File: config.mk
export PLATFORM = sky130hd
export DESIGN_NAME = j1_boot_loader
export DESIGN_NICKNAME = d
export VERILOG_FILES = /design/src/rtl/j1_boot_loader.sv
export SDC_FILE = /design/constraint.sdc
export NUM_CORES = 1
export LEC_CHECK = 0
export ABC_AREA = 1
export CORE_ASPECT_RATIO = 0.5
export CORE_MARGIN = 5
export CORE_UTILIZATION = 24
export DETAILED_ROUTE_END_ITERATION = 6
export DONT_BUFFER_PORTS = 1
export GPL_TIMING_DRIVEN = 0
export SLEW_MARGIN = 20
export SYNTH_ARGS = -nofsm -noshare
export SYNTH_HDL_FRONTEND = slang
export SYNTH_SLANG_ARGS = --single-unit
File: constraint.sdc
create_clock -name clk -period 1.5 [get_ports clk]
set_input_delay 0.075 -clock clk [delete_from_list [all_inputs] [get_ports clk]]
set_output_delay 0.075 -clock clk [all_outputs]
set_load 0.005 [all_outputs]
File: src/rtl/j1_boot_loader.sv
// j1_boot_loader: boot sequencer for the J1B core and its shared code/data RAM.
// Holds the CPU in reset, receives a length-prefixed byte image, packs it into
// little-endian 32-bit words and writes them to the RAM, then releases the CPU.
// Optional feature macro: BOOT_CHECKSUM_EN adds a trailing 32-bit XOR checksum
// that must match before the CPU is released.
//
//   state  | meaning
//   -------+-----------------------------------------------------------
//   S_HDR0 | waiting for LEN_LO
//   S_HDR1 | waiting for LEN_HI; validates the word count
//   S_DATA | packing payload bytes into words and writing them
//   S_CSUM | collecting the 4-byte checksum (BOOT_CHECKSUM_EN only)
//   S_RUN  | image loaded, CPU released; terminal until reset
//   S_ERR  | image rejected, CPU held in reset; terminal until reset
module j1_boot_loader #(
    parameter int ADDR_W    = 13,
    parameter int MAX_WORDS = 8192
) (
    input  logic              clk,
    input  logic              reset,
    input  logic              rx_valid,
    input  logic [7:0]        rx_data,
    output logic              rx_ready,
    output logic              ram_wr,
    output logic [ADDR_W-1:0] ram_addr,
    output logic [31:0]       ram_wdata,
    output logic              cpu_resetq,
    output logic              done,
    output logic              error
);

`ifdef BOOT_CHECKSUM_EN
    typedef enum logic [2:0] {S_HDR0, S_HDR1, S_DATA, S_CSUM, S_RUN, S_ERR} state_t;
`else
    typedef enum logic [2:0] {S_HDR0, S_HDR1, S_DATA, S_RUN, S_ERR} state_t;
`endif

    state_t            state;
    state_t            next_state;
    logic [7:0]        len_lo;
    logic [15:0]       len_m1;
    logic [1:0]        byte_cnt;
    logic [ADDR_W:0]   word_cnt;
    logic [23:0]       word_buf;
`ifdef BOOT_CHECKSUM_EN
    logic [31:0]       csum_acc;
`endif

    logic              xfer;
    logic              word_done;
    logic              last_word;
    logic [15:0]       hdr_len;
    logic [31:0]       cur_word;

    assign xfer      = rx_valid & rx_ready;
    assign word_done = xfer && (byte_cnt == 2'd3);
    assign hdr_len   = {rx_data, len_lo};
    assign cur_word  = {rx_data, word_buf};
    // word counter is one bit wider than the address so N == MAX_WORDS never wraps early
    assign last_word = ({{(31-ADDR_W){1'b0}}, word_cnt} == {16'd0, len_m1});

    // FSM state register
    always_ff @(posedge clk) begin
        if (reset) state <= S_HDR0;
        else       state <= next_state;
    end

    // next-state logic
    always_comb begin
        next_state = state;
        case (state)
            S_HDR0: if (xfer) next_state = S_HDR1;
            S_HDR1: begin
                if (xfer) begin
                    if ({16'd0, hdr_len} > 32'(MAX_WORDS)) next_state = S_ERR;
`ifdef BOOT_CHECKSUM_EN
                    else if (hdr_len == 16'd0)             next_state = S_CSUM;
`else
                    else if (hdr_len == 16'd0)             next_state = S_RUN;
`endif
                    else                                   next_state = S_DATA;
                end
            end
            S_DATA: begin
`ifdef BOOT_CHECKSUM_EN
                if (word_done && last_word) next_state = S_CSUM;
`else
                if (word_done && last_word) next_state = S_RUN;
`endif
            end
`ifdef BOOT_CHECKSUM_EN
            S_CSUM: if (word_done) next_state = (cur_word == csum_acc) ? S_RUN : S_ERR;
`endif
            default: next_state = state;
        endcase
    end

    // datapath and registered outputs; status outputs follow the state being entered
    always_ff @(posedge clk) begin
        if (reset) begin
            rx_ready   <= 1'b0;
            ram_wr     <= 1'b0;
            ram_addr   <= '0;
            ram_wdata  <= '0;
            cpu_resetq <= 1'b0;
            done       <= 1'b0;
            error      <= 1'b0;
            len_lo     <= '0;
            len_m1     <= '0;
            byte_cnt   <= '0;
            word_cnt   <= '0;
            word_buf   <= '0;
`ifdef BOOT_CHECKSUM_EN
            csum_acc   <= '0;
`endif
        end else begin
            rx_ready   <= (next_state != S_RUN) && (next_state != S_ERR);
            cpu_resetq <= (next_state == S_RUN);
            done       <= (next_state == S_RUN);
            error      <= (next_state == S_ERR);
            ram_wr     <= 1'b0;
            if (xfer) begin
                case (state)
                    S_HDR0: len_lo <= rx_data;
                    S_HDR1: begin
                        len_m1   <= hdr_len - 16'd1;
                        byte_cnt <= '0;
                        word_cnt <= '0;
                    end
                    S_DATA: begin
                        byte_cnt <= byte_cnt + 2'd1;
                        word_buf <= {rx_data, word_buf[23:8]};
                        if (byte_cnt == 2'd3) begin
                            ram_wr    <= 1'b1;
                            ram_addr  <= word_cnt[ADDR_W-1:0];
                            ram_wdata <= cur_word;
                            word_cnt  <= word_cnt + 1'b1;
`ifdef BOOT_CHECKSUM_EN
                            csum_acc  <= csum_acc ^ cur_word;
`endif
                        end
                    end
`ifdef BOOT_CHECKSUM_EN
                    S_CSUM: begin
                        byte_cnt <= byte_cnt + 2'd1;
                        word_buf <= {rx_data, word_buf[23:8]};
                    end
`endif
                    default: ;
                endcase
            end
        end
    end

endmodule
After elaboration in Yosys (flattened, before gate mapping)

Cells that the tools add are included.

Add/subtract/negate cells: 3
$mul: 0
Div/mod/pow operators: 0
Magnitude comparators: 1
Eq/ne operators: 9
Shifts and indexed selects: 0
Mux-type cells: 10
Bitwise operators: 3
Reduce and logical (&&, ||, !) cells: 13

Operators with widths:

| kind                                                 | number |
|---|---|
| case mux 14 bit (2 select lines)                     | 1 |
| == test 14 x 16 -> 1 bit                             | 1 |
| > comparator 16 x 14 -> 1 bit, second input constant | 1 |
| logical NOT 16 bit                                   | 1 |
| subtractor 16 x 1 -> 16 bit, second input constant   | 1 |
| adder 14 x 1 -> 14 bit, second input constant        | 1 |
| 2-to-1 mux 14 bit                                    | 1 |
| 2-to-1 mux 3 bit                                     | 4 |
| case mux 3 bit (3 select lines)                      | 1 |
| AND reduction 2 bit                                  | 4 |
| == test 3 x 2 -> 1 bit, second input constant        | 2 |
| AND reduction 3 bit                                  | 2 |
| case mux 2 bit (2 select lines)                      | 1 |
| == test 3 x 1 -> 1 bit, second input constant        | 1 |
| == test 3 bit, second input constant                 | 1 |
| logical AND 1 bit                                    | 3 |
| logical NOT 3 bit                                    | 1 |
| != test 3 x 2 -> 1 bit, second input constant        | 1 |
| != test 3 bit, second input constant                 | 1 |
| OR reduction 3 bit                                   | 1 |
| adder 2 x 1 -> 2 bit, second input constant          | 1 |
| == test 2 bit, second input constant                 | 1 |
| 2-to-1 mux 1 bit                                     | 2 |
| != test 2 bit, second input constant                 | 1 |
| other kinds (3)                                      | 4 |

Flip-flop bits (word level): 116
Latch bits: 0
Memory bits (writable): 0
Memory bits (read-only): 0
Input bits: 11
Word-level logic and storage cells: 51
Memories kept: 0

Depth between registers and ports, before layout

Gate-level depths: netlist (run 1).

Word-level depth: 7
Depth in mapped cells: 11

Worst setup path after synthesis (run 1)

OpenSTA, ideal clock, no wires.

Path type: flip-flop to flip-flop
Start point: register len_lo[0]
End point: register len_m1[14]
Data arrival time: 1.344 ns
Required time: 1.385 ns
Setup slack: 0.040 ns
Cell stages (with the launch flop): 11
Path buffers: 0
Period minus slack after synthesis: 1.460 ns
Cells stage by stage: dfxtp_1 -> inv_1 -> ha_1 -> inv_1 -> nor2_1 -> nand2_1 -> nor2_1 -> nand2_1 -> xor2_1 -> o21ai_0 -> inv_1

Cells in the longest elaborated chain, start to end: 1

RTL lines:

| item                        | line | RTL |
|---|---|---|
| start: declaration          | 40   | `logic [7:0] len_lo;` |
| start signal: assignment    | 124  | `S_HDR0: len_lo <= rx_data;` |
| subtractor 16 x 1 -> 16 bit | 126  | `len_m1 <= hdr_len - 16'd1;` |
| end signal: assignment      | 126  |  |
| end: declaration            | 41   | `logic [15:0] len_m1;` |

No other way between the ends.
A chain may end at the register's enable or synchronous reset.

Worst setup path after layout (run 1)

Start point: register len_lo[6]
End point: register rx_ready

Cells in the longest elaborated chain, start to end: 7
Elaborated cells between the ends (all ways): 9

RTL lines:

| item                                                                  | line | RTL |
|---|---|---|
| branches (longest 2 deep; another with > comparator 16 x 14 -> 1 bit) | n/a  |  |
| 2-to-1 mux 3 bit *                                                    | 75   | `if ({16'd0, hdr_len} > 32'(MAX_WORDS)) next_state = S_ERR;` |
| 2-to-1 mux 3 bit *                                                    | 74   | `if (xfer) begin` |
| case mux 3 bit (3 select lines) *                                     | 71   | `case (state)` |
| != test 3 x 2 -> 1 bit / != test 3 bit (equally long branches)        | 117  | `rx_ready <= (next_state != S_RUN) && (next_state != S_ERR);` |
| logical AND 1 bit *                                                   | 117  |  |
| end signal: assignment                                                | 117  |  |
| end: declaration                                                      | 23   | `output logic rx_ready,` |

Every way passes the cells marked *.

==> metrics.yaml, run 1 <==
die:
  core_um2: 19600
  start_util_pct: 24.6
  die_y_um: 110
  die_x_um: 210
  num_rows: 36
  die_area_um2: 23200
  ios: 61
synthesis:
  synth-seq-area-share_pct: 48.2
  netlist.area_leader.share_pct: 48.2
  syn-cell-area_um2: 4820
  ys_seq_elements: 116
  synth_area_leaders: "dfxtp_1 48%, nand2_1 8.0%, o21ai_0 7.5%"
  netlist_instances: 652
  yosys.area.top_type: "dfxtp_1"
  ys_warn_count: 0
  yosysUniqueCellTypes: 31
  syn-num-nets: 667
  syn_area_per_cell_um2: 7.39
clock_network:
  numCtsBuffers: 17
  cts_tree: "yes"
  cts_buffer_depth: 2
  clock_sinks: 116
  clock_latency_ps: 410
  root_buffer: "clkbuf_16"
  htree_num_levels: 4
  clkTransAtPathRegs_ps: 50
global_route:
  grt_pass1_wl_um: 23000
  antenna_found_initial: 0
  grt_pass1_vias: 4376
  gr-total-overflow: 0
  grt.total_usage_pct: 12.8
  grt_max_degree: 17
place:
  dp_slack_ps: -202
  io_buffers: 0
  dp_hpwl_um: 10800
  place.gp.congestion: 0.901
drt:
  via_count: 4554
  wire_per_inst_um: 15.8
  drt_wl_total_um: 15500
  drc: 0
  drtIter0Drc: 261
  postRouteAntennaNets: 0
  dr.pass1.iters: 5
  avgViaCountPerCell: 4.64
sta:
  final_max_slew_viol_count: 0
  tns_ps: -310
  period_needed_ps: 1610
  tightest_slew_ps: 669
  finalSetupViolations: 5
  final.period_utilization_pct: 107
  rsz0062_at_grt: "true"
  hold_violations: 0
  slew-limit-headroom_pct: 55.4
  layout_setup_ws_ps: -110
  fmax_mhz: 621
  fin_skew_ps: 7.71
power_and_ir_drop:
  fin_total_pwr_mw: 8.22
  internal-power_mw: 6.29
  power_frac_clock_pct: 50.2
  p_per_area_nw_per_um2: 1300
  seq_power_share_pct: 39.4
  pwr-share-comb_pct: 10.4
  swShare_pct: 23.5
  p_switching_mw: 1.93
  ir_drop_mv: 0.678
  p_leak_nw: 2.55
status:
  violations: "setup timing"
  status: "finished, violations left"
final_layout:
  area.growth.synth_to_final_pct: 31.7
  nFillCells: 2031
  final_nets: 721
  drive_gt1_share_pct: 20.9
  regArea_um2: 2350
  final_core_util_pct: 32.4
  diodes: 0
  multi_input_area_um2: 2270
worst_hold_path:
  hold_path_class: "in -> reg"
setup_path:
  crit_path_max_fanout: 5
  r2r_setup_slack_ps: -110
  cp-end-kind: "flop"
  critPathLaunchType: "flop"
  cp.required_ps: 1790
  arrival_ps: 1900
  worstSetupPathType: "reg -> reg"
job:
  cap_violations: 0
-- worst paths after layout --
check,endpoint,cells after the start,startpoint
worst max-delay path,rx_ready$_SDFF_PP0_,10,len_lo[6]$_SDFFE_PP0P_
worst min-delay path,len_m1[15]$_SDFFE_PP0P_,5,rx_data[7]
worst max register to register,rx_ready$_SDFF_PP0_,10,len_lo[6]$_SDFFE_PP0P_
worst min register to register,word_buf[4]$_SDFFE_PP0P_,2,word_buf[4]$_SDFFE_PP0P_
-- cells in the mapped netlist --
master / n
nor2_1: 83
nor2_8: 1
nand2_4: 1
o21ai_0: 72
nand2_1: 103
a21oi_1: 71
clkinv_1: 2
inv_2: 3
inv_6: 1
a21oi_2: 1
buf_6: 4
nand3_1: 29
buf_4: 2
buf_2: 7
a31oi_1: 5
nand3_2: 1
o21a_1: 1
clkbuf_1: 11
nor3_1: 15
xnor2_1: 2
nand3b_1: 1
dfxtp_1: 116
o21ai_1: 24
inv_1: 74
buf_1: 5
a211oi_2: 1
xor2_1: 7
nand2_2: 2
ha_1: 4
nor3_2: 1
nor2_4: 2
-- layout by cell type, fill, tap and decap left out, types with 5 or more instances in the layout --
| cell | instances |
|---|---|
| nand2_2 | 11 |
| dfxtp_2 | 10 |
| nand3_2 | 5 |
| nand2_1 | 91 |
| clkbuf_16 | 17 |
| clkbuf_8 | 5 |
| inv_1 | 66 |
| nor3_1 | 12 |
| a21oi_2 | 5 |
| xor2_1 | 7 |
| nor2_2 | 9 |
| o21ai_0 | 64 |
| dfxtp_1 | 103 |
| dlygate4sd3_1 | 10 |
| clkbuf_1 | 11 |
| o21ai_1 | 30 |
| nor2_1 | 67 |
| nand3_1 | 24 |
| nor2_4 | 9 |
| buf_4 | 31 |
| a21oi_1 | 67 |
| a31oi_1 | 5 |
| inv_2 | 9 |
-- power by group through the flow --
stage	logic (mW)	registers (mW)	clock network (mW)
2_1_floorplan	0.446	3.26	0
3_3_place_gp	0.571	3.28	0
3_5_place_dp	0.578	3.28	0
4_1_cts	0.712	3.23	4.15
5_1_grt	0.937	3.24	4.29
6_report	0.858	3.23	4.13
-- flip-flops by register name, summed over array words and instances, names as in the netlist, 2 cells and up --
name       count
byte_cnt       2
ram_addr      13
state          3
word_cnt      14
len_lo         8
ram_wdata     32
word_buf      24
len_m1        16
-- routing by layer --
| metal | share of wire (%) | vias up | global-route usage, % |
|---|---|---|---|
| li1 | - | 2223 | - |
| met1 | 42 | 2128 | 14.8 |
| met2 | 47 | 154 | 21.5 |
| met3 | 7.0 | 49 | 4.07 |
| met4 | 3.9 | 0 | 7.07 |
| met5 | 0 | - | 0 |
-- cells by family (layout without fill, tap and decap cells) --
logic type | count (synthesis) | count (layout) | share of synthesized area, %
adders and majority gates | 4 | 4 | 1.04
AOI/OAI and AO/OA | 175 | 175 | 18.6
xor gates and xnor gates | 9 | 9 | 1.64
and+or+nand+nor | 239 | 239 | 21.0
DFF | 116 | 116 | 48.2
buffers and inverters | 109 | 173 | 9.55
-- timing repair --
| action | CTS | global route |
|---|---|---|
| pin swaps | 4 | 20 |
| endpoints found under the setup margin | 108 | 80 |
| gates cloned | 1 | 0 |
| resized for setup | 33 | 83 |
| setup buffers | 11 | 14 |
| endpoints found under the hold margin | 34 | 0 |
| hold buffers | 10 | 0 |
-- worst max-delay path: stages (launching register included) --
cell and delay, ps:
dfxtp_2 350, nor2_4 140, nand2_2 130, nor2_2 170
nand2_2 70, nand2_1 100, nand2_2 90, a21oi_2 190
nand2_2 110, nand2_1 90, nor2_1 60
-- stage by stage --
| step | area [um^2] | std cells | hold WS [ps] |
|---|---|---|---|
| after floorplan | 4820 | 652 | 157 |
| after global placement | 5150 | 918 | 175 |
| after detailed placement | 5150 | 918 | 177 |
| after CTS | 6010 | 968 | 20.8 |
| after global routing | 6350 | 982 | 97.0 |
| final | 6350 | 982 | 36.8 |
-- final cells by class --
class                      instances  share of cell area [%]
timing repair inverter             1                  0.0986
inverter                          80                    4.97
tap                              266                    5.24
timing repair buffer              35                    4.53
clock buffer                      25                    7.97
multi-input combinational        427                    35.7
sequential                       116                    37.0
buffer                            28                    3.00
clock inverter                     4                    1.50
Note: power is estimated with default switching activity, not from simulation.
==> run 2, diff against run 1 <==
CTS_CLUSTER_DIAMETER = 50   (was default)
GPL_TIMING_DRIVEN = 1   (was 0)
==> run 2 against run 1 <==
Against the previous run:
- the flow finishes with violations (hold timing, setup timing)
- global-route usage shrank 0.72 points
- sequential power about the same
- design area grew 3.5%
- clock power grew 5.8%
- worst hold slack worse by 310 ps
- setup slack better by 78 ps
==> metrics.yaml, run 2 (synthesis results as in run 1) <==
clock_network:
  cts_tree: "yes"
  clkTransAtPathRegs_ps: 50  # about the same
  cts_hold_buf: 9  # -1
  numCtsBuffers: 17  # unchanged
  htree_num_levels: 4  # unchanged
  clock_latency_ps: 410  # about the same
  clock_sinks: 116  # unchanged
  cts_buffer_depth: 2  # unchanged
  root_buffer: "clkbuf_16"
die:
  die_x_um: 210  # unchanged
  die_area_um2: 23200  # unchanged
  num_rows: 36  # unchanged
  ios: 61  # unchanged
  core_um2: 19600  # unchanged
  start_util_pct: 24.6  # unchanged
  die_y_um: 110  # unchanged
setup_path:
  r2r_cells: 9  # -1
  crit_path_max_fanout: 4  # -1
  cp-end-kind: "flop"
  critPathLaunchType: "flop"
  r2r_setup_slack_ps: -30  # +80 ps
  r2r_end: "word_cnt[10]$_SDFFE_PP0P_"
  worstSetupPathType: "reg -> reg"
  slowest_stage: "dfxtp_4"
  cp.required_ps: 1800  # about the same
  path_cells: "ha_1 > nand2_1 > nor3_1 > nand3_1 > nor2_2 > buf_4 > o21ai_0 > nand2_1 > a21oi_1"
  max_stage_delay_ps: 380  # +30 ps
  arrival_ps: 1830  # -70 ps
  crit_path_start: "word_cnt[0]$_SDFFE_PP0P_"
  reg2reg_from: "word_cnt[0]$_SDFFE_PP0P_"
  crit_top_cell: "nand2_1"
  worstSetupEndpoint: "word_cnt[10]$_SDFFE_PP0P_"
drt:
  postRouteAntennaNets: 0  # unchanged
  wire_per_inst_um: 14.8  # -6.2%
  drtIter0Drc: 331  # +27%
  drc: 0  # unchanged
  avgViaCountPerCell: 4.56  # -1.7%
  dr.pass1.iters: 5  # unchanged
  drt_wl_total_um: 14700  # -5.2%
  via_count: 4522  # -0.70%
power_and_ir_drop:
  p_per_area_nw_per_um2: 1290  # -0.71%
  p_leak_nw: 2.65  # +4.0%
  ir_drop_mv: 0.646  # -4.7%
sta:
  fin_skew_ps: 9.06  # +1.36 ps
  rsz0062_at_grt: "true"
  tightest_slew_ps: 476  # -193 ps
  fin_hold_ws_ps: -272  # -309 ps
  fmax_mhz: 653  # +5.1%
  finalSetupViolations: 2  # -3
  hold_violations: 45  # +45
  final_max_slew_viol_count: 0  # unchanged
  period_needed_ps: 1530  # -77.7 ps
  layout_setup_ws_ps: -32.2  # +77.7 ps
  slew-limit-headroom_pct: 68.2  # +13 points
  final.period_utilization_pct: 102  # -5.2 points
job:
  cap_violations: 0  # unchanged
final_layout:
  nFillCells: 1987  # -2.2%
  final_cell_mix: "103 x dfxtp_1, 92 x nand2_1, 69 x a21oi_1"
  final_nets: 728  # +0.97%
  final_core_util_pct: 33.5  # +1.1 points
  layout_commonest_cell: "dfxtp_1"
  largest_register_ffs: 32  # unchanged
  regMostFlops: "ram_wdata"
  reg_top3: "ram_wdata: 32 flops, word_buf: 24 flops, len_m1: 16 flops"
  diodes: 0  # unchanged
  fin_cells: 992  # +1.0%
  area.growth.synth_to_final_pct: 36.2
  drive_gt1_share_pct: 23.0  # +2.1 points
global_route:
  grt_pass1_wl_um: 22100  # -3.6%
  grt_pass1_vias: 4252  # -2.8%
  gr-total-overflow: 0  # unchanged
  antenna_found_initial: 0  # unchanged
  grt.total_usage_pct: 12.1  # -0.72 points
  grt_max_degree: 45  # +28
place:
  dp_cells: 938  # +2.2%
  place.gp.congestion: 0.874  # -3.0%
  dp_slack_ps: -162  # +40.4 ps
  io_buffers: 0  # unchanged
  dp_hpwl_um: 9880  # -8.8%
status:
  status: "finished, violations left"
  violations: "hold timing, setup timing"
worst_hold_path:
  hold_path_class: "in -> reg"
## run 2: cell count changes in the layout (fill, tap and decap cells not counted), moves of 3 or more
cell       delta
clkbuf_16     +3
buf_12        +4
clkbuf_1     -11
inv_4         -3
buf_4        +19
buf_8         -4
o21ai_0       -3
clkbuf_2      -3
nand2_8       +3
buf_1         -3
nand2_4       -3
## run 2: final cells by class
type	count	area, um^2	area share, %
flip-flops and latches	116	2350	35.8
multi-input cells	428	2240	34.2
repair buffers	70	682	10.4
clock buffers	20	467	7.11
well taps	266	333	5.07
inverters	80	315	4.80
clock inverters	12	176	2.69
## run 2: worst min-delay path by stage
stage,start,endpoint,cells past startpoint
floorplan,reset,ram_wr$_SDFF_PP0_,1
global placement,reset,word_cnt[1]$_SDFFE_PP0P_,1
detailed placement,reset,word_cnt[1]$_SDFFE_PP0P_,1
CTS,reset,state[2]$_SDFF_PP0_,1
global route,reset,word_cnt[1]$_SDFFE_PP0P_,1
finish,reset,word_cnt[1]$_SDFFE_PP0P_,1
## run 2: where the power goes
part | leakage [nW] | switching (mW) | internal [mW] | total (mW)
Combinational | 1.39 | 0.504 | 0.367 | 0.871
Clock | 0.312 | 1.45 | 2.91 | 4.37
Sequential | 0.944 | 0.0556 | 3.15 | 3.21
## run 2: per-stage QoR
stage	TNS, ps	area (um^2)	total power [mW]
after global routing	-534	6570	8.72
after floorplan	0	4820	3.71
after detailed placement	-1050	5400	3.98
after global placement	-483	5400	3.98
final	-56.6	6570	8.44
after CTS	-16.2	6170	8.37
## run 2: worst max-delay path, delay by kind of cell, from the launching register on
family          cells  cell delay [ps]
compound gates      2              110
fa+ha+maj           1              180
buf+inv             1              130
simple gates        5              620
flops               1              380
## run 2: per-layer routing
layer / vias up / track usage (%) / part of all wire (%)
li1: 2244 / - / -
met1: 2126 / 14.5 / 42
met2: 123 / 20.1 / 48
met3: 29 / 4.27 / 7.7
met4: 0 / 4.90 / 2.4
met5: - / 0 / 0
## run 2: timing repair
item                                   4_1_cts  5_1_grt
resized for setup                           12       86
setup endpoints to repair                   33       59
pin swaps                                    0       16
buffers inserted                             0        9
endpoints found under the hold margin       75       45
cloned                                       0        4
